### src/rtl/mem_access_stage_pkg.sv
// ============================================================================
// Module : mem_access_stage_pkg
// Brief  : Shared types, funct3 encodings and lane helpers for the MEM stage.
// Rev    : 1.0  initial release
// ============================================================================
`default_nettype none

package mem_access_stage_pkg;

  localparam int DATA_WIDTH     = 32;
  localparam int REG_ADDR_WIDTH = 5;

  typedef enum logic [1:0] {
    MEM_IDLE = 2'd0,
    MEM_REQ  = 2'd1,
    MEM_WAIT = 2'd2
  } mem_state_e;

  typedef enum logic [1:0] {
    WB_NONE = 2'd0,
    WB_ALU  = 2'd1,
    WB_MEM  = 2'd2,
    WB_PC4  = 2'd3
  } wb_sel_e;

  localparam logic [2:0] F3_B  = 3'b000;
  localparam logic [2:0] F3_H  = 3'b001;
  localparam logic [2:0] F3_W  = 3'b010;
  localparam logic [2:0] F3_BU = 3'b100;
  localparam logic [2:0] F3_HU = 3'b101;

  typedef struct packed {
    logic                      valid;
    logic [DATA_WIDTH-1:0]     alu_result;
    logic [DATA_WIDTH-1:0]     rd_data2;
    logic [REG_ADDR_WIDTH-1:0] rd_addr;
    logic [2:0]                funct3;
    logic [DATA_WIDTH-1:0]     pc_plus4;
    logic                      MemWrite;
    logic                      MemRead;
    logic                      RegWrite;
    wb_sel_e                   WBSel;
  } pipe_ex2mem_t;

  typedef struct packed {
    logic                      valid;
    logic [DATA_WIDTH-1:0]     alu_result;
    logic [DATA_WIDTH-1:0]     mem_rdata;
    logic [DATA_WIDTH-1:0]     pc_plus4;
    logic [REG_ADDR_WIDTH-1:0] rd_addr;
    logic                      RegWrite;
    wb_sel_e                   WBSel;
  } pipe_mem2wb_t;

  // Subset of EX2MEM kept alive while a transaction is outstanding.
  typedef struct packed {
    logic [DATA_WIDTH-1:0]     alu_result;
    logic [DATA_WIDTH-1:0]     pc_plus4;
    logic [REG_ADDR_WIDTH-1:0] rd_addr;
    logic [2:0]                funct3;
    logic                      is_store;
    logic                      RegWrite;
    wb_sel_e                   WBSel;
  } mem_req_t;

  function automatic logic is_misaligned(input logic [2:0] f3, input logic [1:0] off);
    case (f3[1:0])
      2'b01:   return off[0];
      2'b10:   return off != 2'b00;
      default: return 1'b0;
    endcase
  endfunction

  // Shifting inside a 4-bit mask naturally drops lanes past byte 3.
  function automatic logic [3:0] lane_mask(input logic [2:0] f3, input logic [1:0] off);
    case (f3[1:0])
      2'b00:   return 4'b0001 << off;
      2'b01:   return 4'b0011 << off;
      default: return 4'b1111;
    endcase
  endfunction

  function automatic logic [DATA_WIDTH-1:0] lane_data(input logic [2:0] f3,
                                                     input logic [DATA_WIDTH-1:0] d);
    case (f3[1:0])
      2'b00:   return {4{d[7:0]}};
      2'b01:   return {2{d[15:0]}};
      default: return d;
    endcase
  endfunction

endpackage

`default_nettype wire

### src/rtl/mem_access_stage_load_formatter.sv
// ============================================================================
// Module : mem_access_stage_load_formatter
// Brief  : Aligns a loaded word to its byte offset and sign/zero-extends it.
// Rev    : 1.0  initial release
// ============================================================================
`default_nettype none

module mem_access_stage_load_formatter
  import mem_access_stage_pkg::*;
(
  input  logic [DATA_WIDTH-1:0] word,
  input  logic [1:0]            off,
  input  logic [2:0]            funct3,
  output logic [DATA_WIDTH-1:0] data
);

  logic [DATA_WIDTH-1:0] shifted;

  always_comb begin
    shifted = word >> {off, 3'b000};
    case (funct3)
      F3_B:    data = {{24{shifted[7]}}, shifted[7:0]};
      F3_H:    data = {{16{shifted[15]}}, shifted[15:0]};
      F3_BU:   data = {24'h0, shifted[7:0]};
      F3_HU:   data = {16'h0, shifted[15:0]};
      default: data = shifted;
    endcase
  end

endmodule

`default_nettype wire

### src/rtl/mem_access_stage.sv
// ============================================================================
// Module : mem_access_stage
// Brief  : Pipeline MEM stage; drives a req/gnt/rvalid data port and a
//          registered MEM2WB bundle. Optional macro: MEM_MISALIGN_TRAP_EN.
// Rev    : 1.0  initial release
// ============================================================================
`default_nettype none

module mem_access_stage
  import mem_access_stage_pkg::*;
(
  input  logic                  clk,
  input  logic                  rst_n,
  input  pipe_ex2mem_t          bus_in,
  output pipe_mem2wb_t          bus_out,
  output logic                  mem_stall,
  output logic                  dmem_req,
  output logic                  dmem_we,
  output logic [DATA_WIDTH-1:0] dmem_addr,
  output logic [3:0]            dmem_be,
  output logic [DATA_WIDTH-1:0] dmem_wdata,
  input  logic                  dmem_gnt,
  input  logic                  dmem_rvalid,
  input  logic [DATA_WIDTH-1:0] dmem_rdata
`ifdef MEM_MISALIGN_TRAP_EN
  ,
  output logic                  misalign_fault
`endif
);

  mem_state_e            state, state_nxt;
  mem_req_t              req_q;
  logic [DATA_WIDTH-1:0] load_data;
  logic [1:0]            off;
  logic                  mem_op;
  logic                  accept_mem;

  assign off    = bus_in.alu_result[1:0];
  assign mem_op = bus_in.valid && (bus_in.MemRead || bus_in.MemWrite);

`ifdef MEM_MISALIGN_TRAP_EN
  logic misaligned;
  assign misaligned = is_misaligned(bus_in.funct3, off);
  assign accept_mem = mem_op && !misaligned;
`else
  assign accept_mem = mem_op;
`endif

  function automatic pipe_mem2wb_t wb_pass(input pipe_ex2mem_t s, input logic keep_rw);
    pipe_mem2wb_t w;
    w.valid      = 1'b1;
    w.alu_result = s.alu_result;
    w.mem_rdata  = '0;
    w.pc_plus4   = s.pc_plus4;
    w.rd_addr    = s.rd_addr;
    w.RegWrite   = s.RegWrite & keep_rw;
    w.WBSel      = s.WBSel;
    return w;
  endfunction

  function automatic pipe_mem2wb_t wb_done(input mem_req_t r, input logic [DATA_WIDTH-1:0] rd);
    pipe_mem2wb_t w;
    w.valid      = 1'b1;
    w.alu_result = r.alu_result;
    w.mem_rdata  = rd;
    w.pc_plus4   = r.pc_plus4;
    w.rd_addr    = r.rd_addr;
    w.RegWrite   = r.RegWrite & ~r.is_store;
    w.WBSel      = r.WBSel;
    return w;
  endfunction

  always_ff @(posedge clk or negedge rst_n) begin
    if (!rst_n) state <= MEM_IDLE;
    else        state <= state_nxt;
  end

  always_comb begin
    state_nxt = state;
    case (state)
      MEM_IDLE: if (accept_mem) state_nxt = MEM_REQ;
      MEM_REQ:  if (dmem_gnt)   state_nxt = req_q.is_store ? MEM_IDLE : MEM_WAIT;
      MEM_WAIT: if (dmem_rvalid) state_nxt = MEM_IDLE;
      default:  state_nxt = MEM_IDLE;
    endcase
  end

  always_comb begin
    mem_stall = (state != MEM_IDLE);
    dmem_req  = (state == MEM_REQ);
    dmem_we   = (state == MEM_REQ) && req_q.is_store;
  end

  // Request registers: loaded once on acceptance, frozen for the transaction.
  always_ff @(posedge clk or negedge rst_n) begin
    if (!rst_n) begin
      req_q      <= '0;
      dmem_addr  <= '0;
      dmem_be    <= '0;
      dmem_wdata <= '0;
    end else if (state == MEM_IDLE && accept_mem) begin
      req_q.alu_result <= bus_in.alu_result;
      req_q.pc_plus4   <= bus_in.pc_plus4;
      req_q.rd_addr    <= bus_in.rd_addr;
      req_q.funct3     <= bus_in.funct3;
      req_q.is_store   <= bus_in.MemWrite;
      req_q.RegWrite   <= bus_in.RegWrite;
      req_q.WBSel      <= bus_in.WBSel;
      dmem_addr        <= {bus_in.alu_result[DATA_WIDTH-1:2], 2'b00};
      dmem_be          <= lane_mask(bus_in.funct3, off);
      dmem_wdata       <= lane_data(bus_in.funct3, bus_in.rd_data2);
    end
  end

  mem_access_stage_load_formatter u_load_formatter (
    .word   (dmem_rdata),
    .off    (req_q.alu_result[1:0]),
    .funct3 (req_q.funct3),
    .data   (load_data)
  );

  always_ff @(posedge clk or negedge rst_n) begin
    if (!rst_n) begin
      bus_out <= '0;
    end else begin
      bus_out.valid <= 1'b0;
      case (state)
        MEM_IDLE: begin
          if (bus_in.valid && !mem_op) bus_out <= wb_pass(bus_in, 1'b1);
`ifdef MEM_MISALIGN_TRAP_EN
          else if (mem_op && misaligned) bus_out <= wb_pass(bus_in, 1'b0);
`endif
        end
        MEM_REQ:  if (dmem_gnt && req_q.is_store) bus_out <= wb_done(req_q, '0);
        MEM_WAIT: if (dmem_rvalid) bus_out <= wb_done(req_q, load_data);
        default:  ;
      endcase
    end
  end

`ifdef MEM_MISALIGN_TRAP_EN
  always_ff @(posedge clk or negedge rst_n) begin
    if (!rst_n) misalign_fault <= 1'b0;
    else        misalign_fault <= (state == MEM_IDLE) && mem_op && misaligned;
  end
`endif

endmodule

`default_nettype wire

### config.mk
export PLATFORM = sky130hd
export DESIGN_NAME = mem_access_stage
export DESIGN_NICKNAME = d
export VERILOG_FILES = /design/src/rtl/mem_access_stage_pkg.sv /design/src/rtl/mem_access_stage_load_formatter.sv /design/src/rtl/mem_access_stage.sv
export SDC_FILE = /design/constraint.sdc
export NUM_CORES = 1
export LEC_CHECK = 0
export BUFFER_PORTS_ARGS = -buffer_cell sky130_fd_sc_hd__buf_4
export CORE_UTILIZATION = 40
export DETAILED_ROUTE_END_ITERATION = 16
export PLACE_DENSITY = 0.66
export SLEW_MARGIN = 25
export SYNTH_ARGS = -nofsm -noshare
export SYNTH_HDL_FRONTEND = slang
export SYNTH_SLANG_ARGS = --single-unit
export TNS_END_PERCENT = 30
### constraint.sdc
create_clock -name clk -period 3.25 [get_ports clk]
set_input_delay 0.1625 -clock clk [delete_from_list [all_inputs] [get_ports clk]]
set_output_delay 0.1625 -clock clk [all_outputs]
set_load 0.005 [all_outputs]
* Word level (Yosys, flattened, before mapping)
Cells that the tools add are included.
** Operators by class
- Equal/unequal tests :: 11
- Shifts and indexed selects :: 3
- Mux-type cells :: 12
- Bitwise operators :: 2
- Reduce and logical (&&, ||, !) cells :: 14
** Operators with widths (count)
- 105-bit two-way mux :: 3
- 105-bit one-hot mux with 3 select lines :: 1
- 32-bit one-hot mux with 4 select lines :: 1
- 32-bit one-hot mux with 2 select lines :: 1
- 32-bit by 5-bit >> shifter with 32-bit output :: 1
- 2-bit two-way mux :: 4
- 4-bit one-hot mux with 2 select lines :: 1
- 3-bit equality test, second input constant :: 2
- 2-bit by 1-bit != test with 1-bit output, second input constant :: 3
- 2-bit one-hot mux with 3 select lines :: 1
- 1-bit logical AND :: 5
- 2-bit by 1-bit equality test with 1-bit output, second input constant :: 2
- 2-bit logical NOT :: 2
- 2-bit != test, second input constant :: 2
- 4-bit AND reduction :: 1
- 1-bit by 2-bit << shifter with 4-bit output, first input constant :: 1
- 2-bit by 2-bit << shifter with 4-bit output, first input constant :: 1
- 3-bit by 1-bit equality test with 1-bit output, second input constant :: 1
- 3-bit logical NOT :: 1
- 3-bit AND reduction :: 1
- 3-bit nonzero test :: 1
- 2-bit equality test, second input constant :: 1
- 2-bit nonzero test :: 1
- 1-bit AND :: 1
- 3 further kinds :: 3
** Word-level totals
- Register bits :: 249
- Bits of input ports :: 146
- Output and inout port bits :: 176

* Depth between registers and ports, before layout
- Depth in word-level cells :: 6
- Gate-level depth with buffers :: 7

* Hierarchy
A second synthesis with hierarchy kept.
** Unflattened totals
- Cells, all modules :: 795
- Area total of the unflattened synthesis :: 9945.8 um^2
** By module, submodules not included
- mem_access_stage :: times used 1, cells an instance 688, area each 9251.4 um^2, seq. area each 5480.3 um^2
- mem_access_stage_load_formatter :: times used 1, cells an instance 107, area each 694.4 um^2, seq. area each 0.0 um^2

* Worst setup path before layout
OpenSTA, ideal clock, no wires.
- Kind :: flip-flop to flip-flop
- Start point :: register, netlist name req_q[4]
- End point :: register bus_out[61] in the netlist's numbering
- Setup time :: 126 ps
- Data arrival time :: 1559 ps
- Setup slack :: 1565 ps
- Stages on the path, launching flop included :: 5
- Buffers on the path :: 1
- Cell sequence :: dfrtp_1 mux4_2 o211a_1 buf_6 a221o_1
** On the way
- Cells in the longest elaborated chain, start to end :: 4
- Elaborated cells between the ends (all ways) :: 7
** Ends and longest elaborated chain
- 3-bit equality test, or another cell as far along :: line mem_access_stage_load_formatter.sv:21 : case (funct3)
- 32-bit one-hot mux with 4 select lines (*) :: line mem_access_stage_load_formatter.sv:21
- 105-bit two-way mux (*) :: line mem_access_stage.sv:135 : MEM_WAIT: if (dmem_rvalid) bus_out <= wb_done(req_q, load_data);
- 105-bit one-hot mux with 3 select lines (*) :: line mem_access_stage.sv:127 : case (state)
- end signal: assignment :: line mem_access_stage.sv:129 : if (bus_in.valid && !mem_op) bus_out <= wb_pass(bus_in, 1'b1);
- end signal: assignment :: line mem_access_stage.sv:134 : MEM_REQ: if (dmem_gnt && req_q.is_store) bus_out <= wb_done(req_q, '0);
- end signal: assignment :: line mem_access_stage.sv:135
- end: declaration :: line mem_access_stage.sv:15 : output pipe_mem2wb_t bus_out,
Every way passes the cells marked *; elsewhere a longest branch is shown, timed or not. The select of a mux whose other input is x is not followed.
A chain may end at the register's enable or synchronous reset.

* Final worst setup path
- Start point :: register state[0]
- End point :: register bus_out[69] in the netlist's numbering
** On the way
- Cells in the longest elaborated chain, start to end :: 3
- Elaborated cells between the ends (all ways) :: 9
** Ends and longest elaborated chain
- start: declaration :: line mem_access_stage.sv:31 : mem_state_e state, state_nxt;
- start signal: assignment :: line mem_access_stage.sv:75 : else state <= state_nxt;
- 2-bit by 1-bit equality test with 1-bit output, or another cell as far along :: line mem_access_stage.sv:127
- 2-bit by 1-bit != test with 1-bit output (no line), or another cell as far along
- 4-bit AND reduction (no line)
Parallel ways exist; a longest one is shown, timed or not.

==> qor.txt <==
outcome: finished clean
clock-pin slew on the worst setup and hold paths: 0.06 ns
Core Box Area: 23,800 um2
Fin Setup TNS: 0 ns
RSZ-0062 raised after global routing: false
hold wc startpoint: bus_in[37]
initial antenna violation count: 1
I/O Buffers: 319
chip height: 158 um
grt ovf: 0
yosys warns: 0
final setup violating endpoints: 0
clk buf depth: 3
list of most frequent post-synthesis cells: 435 x nand2_1, 219 x dfrtp_1, 61 x a22oi_1
origin of the critical flop-to-flop path: state[0]
most frequent cell after synthesis: nand2_1
1st-iter DRT viols: 497
Post-synth top flop: dfrtp_1
Critical Path RT: 3.69 ns
VDD IR-drop max: 0.471 mV
placed cells: 1,584
layout cells sized above 1: 28.3%
syn_area_per_cell: 9.52 um2
Final nets: 1,554
overall routed net length: 30.0 mm
Slew @ Worst Pin: 0.881 ns
Worst slew margin: 41.0%
DRC: 0
Crit path max-delay family: simple AND/OR/NAND/NOR gates
Rows: 56
largest net degree at the start of global routing: 96
maximum fanout along the worst path: 18
cell taking the most area after synthesis: dfrtp_1
DIE AREA: 25,100 um2
fill cell count: 2,017
leakage: 7.30 nW
ys async rst share: 100%
Die X: 158 um
Post-synth EDFFs: 0
Tmin final: 2.25 ns
Num CTS Buffers: 24
startpoint class of the critical path: flip-flop
Area Overhead vs Synth: 44.5%
Yosys top cell area share: 56.0%
Worst-Skew Late Latency: 0.51 ns
CTS tree: built
clk_skew: 0.0166 ns
Synth cell types: 42
CTS Hold Bufs: 117
top post-synthesis cells by area: dfrtp_1 56%, nand2_1 17%, a22oi_1 4.7%
GP Congestion: 0.777
Worst EP arrival: 2.69 ns
buffers and inverters on the worst path: 0
CP peak stage delay: 0.53 ns
Period Utilization, post-route: 69.2%
Seq/Total Area, Yosys: 56.0%
number of vias in the routed layout: 8,698
worst hold slack: 0.0186 ns
number of global-route vias before repair: 8,468
post-CTS setup repair buffer count: 0
Pre-Repair DR Iteration Count: 5
H-Tree Depth: 1
critical path endpoint category: flip-flop
Initial Util: 41.2%
first-pass GRT wire length: 46.1 mm
GRT Overall Usage: 23.6%
fin cells: 1,745
Cell Pwr Density: 853 nW/um2
Syn Std Cell Area: 9790 um2
post-DP HPWL: 19.7 mm
CP Cell Sequence: nand3b_2 -> nor3b_4 -> nor2b_1 -> a221o_1
WL per Instance: 17.2 um
f_max: 445 MHz
Hold Crit Class: input port to flip-flop
Post-Synthesis Cells: 1,028
total I/O pin count: 322
root buffer cell: clkbuf_16
antenna viol nets, final: 0
post-cts resize count: 0
# clock sinks: 219
synthesized flop and latch total: 219
Vias/cell: 4.98
critical path's slowest cell: nor3b_4
CP Launch Point: state[0]
max-slew violations: 0
Crit Path Category: flip-flop to flip-flop
final hold violation count: 0
max_cap viols: 0
kinds of logic after synthesis:
group                  Yosys count  share of synthesized area (%)
buffers and inverters          102                           6.25
flip-flops                     219                           56.0
AND/OR/NAND/NOR                483                           19.9
multiplexers                    51                           5.59
other                            1                         0.0383
AO/OA/AOI/OAI                  172                           12.3
layout make-up:
| cell class | count | area [um2] | area share (%) |
|---|---|---|---|
| repair buffers | 452 | 3760 | 26.6 |
| inverters | 3 | 11.3 | 0.0796 |
| flip-flops and latches | 219 | 5480 | 38.8 |
| multi-input cells | 708 | 3730 | 26.3 |
| clock inverters | 5 | 52.6 | 0.372 |
| diodes | 2 | 5.00 | 0.0354 |
| clock buffers | 37 | 711 | 5.03 |
| well taps | 319 | 399 | 2.82 |
routing by layer:
layer / part of all wire, % / GRT usage (%) / wire (um)
met1: 41 / 29.7 / 12300
met2: 49 / 39.9 / 14600
met3: 7.8 / 5.74 / 2350
met4: 2.4 / 7.14 / 706
met5: 0 / 0 / 0
report_power, final:
group	switching (W)	internal (W)
combinational	0.00224	0.00235
sequential	0.000852	0.00398
clock	0.00107	0.00158
state kept, by name (all words and copies together), names as in the netlist:
register,flops
dmem_wdata,32
dmem_be,4
state,2
bus_out,105
req_q,76
final timing paths:
check	endpoint	slack, ns	cells after the start
max	bus_out[69]	1.00	4
min	req_q[4]	0.02	3
max reg2reg	bus_out[69]	1.00	4
min reg2reg	req_q[2]	0.47	2
max in group asynchronous	bus_out[49]	2.06	3
min in group asynchronous	bus_out[77]	0.26	2
worst register-to-register path: cells and delay by family (launching register included):
family	cells	cell delay [ns]
AO/OA/AOI/OAI	1	0.24
AND/OR/NAND/NOR	3	1.52
flip-flops	1	0.43
placed cells by master (no fill, tap or decap), drive strengths merged, types with 2 or more instances in the layout:
cell type and instances:
or2 3, nand2 435, nor2 23, clkbuf 37
nor3 2, diode 2, dfrtp 219, clkinv 3
nor3b 4, o21ai 51, conb 2, mux2 9
buf 335, a22oi 71, dlygate4sd3 117, mux2i 40
nand3b 10, a31oi 3, a21oi 23, or3b 2
inv 3, a221o 17, mux4 2
per-stage QoR:
stage                     area (um2)  util [%]  total power (W)  setup slack, ns
after global routing           14100      59.5           0.0129            0.803
after floorplan                 9790         -          0.00709             1.57
final                          14100      59.5           0.0121             1.00
after detailed placement       12200      51.4          0.00936             1.03
after CTS                      14100      59.5           0.0122             1.01
after global placement         12200      51.4          0.00924             1.06
No activity file was read; power rests on OpenSTA's default activity.
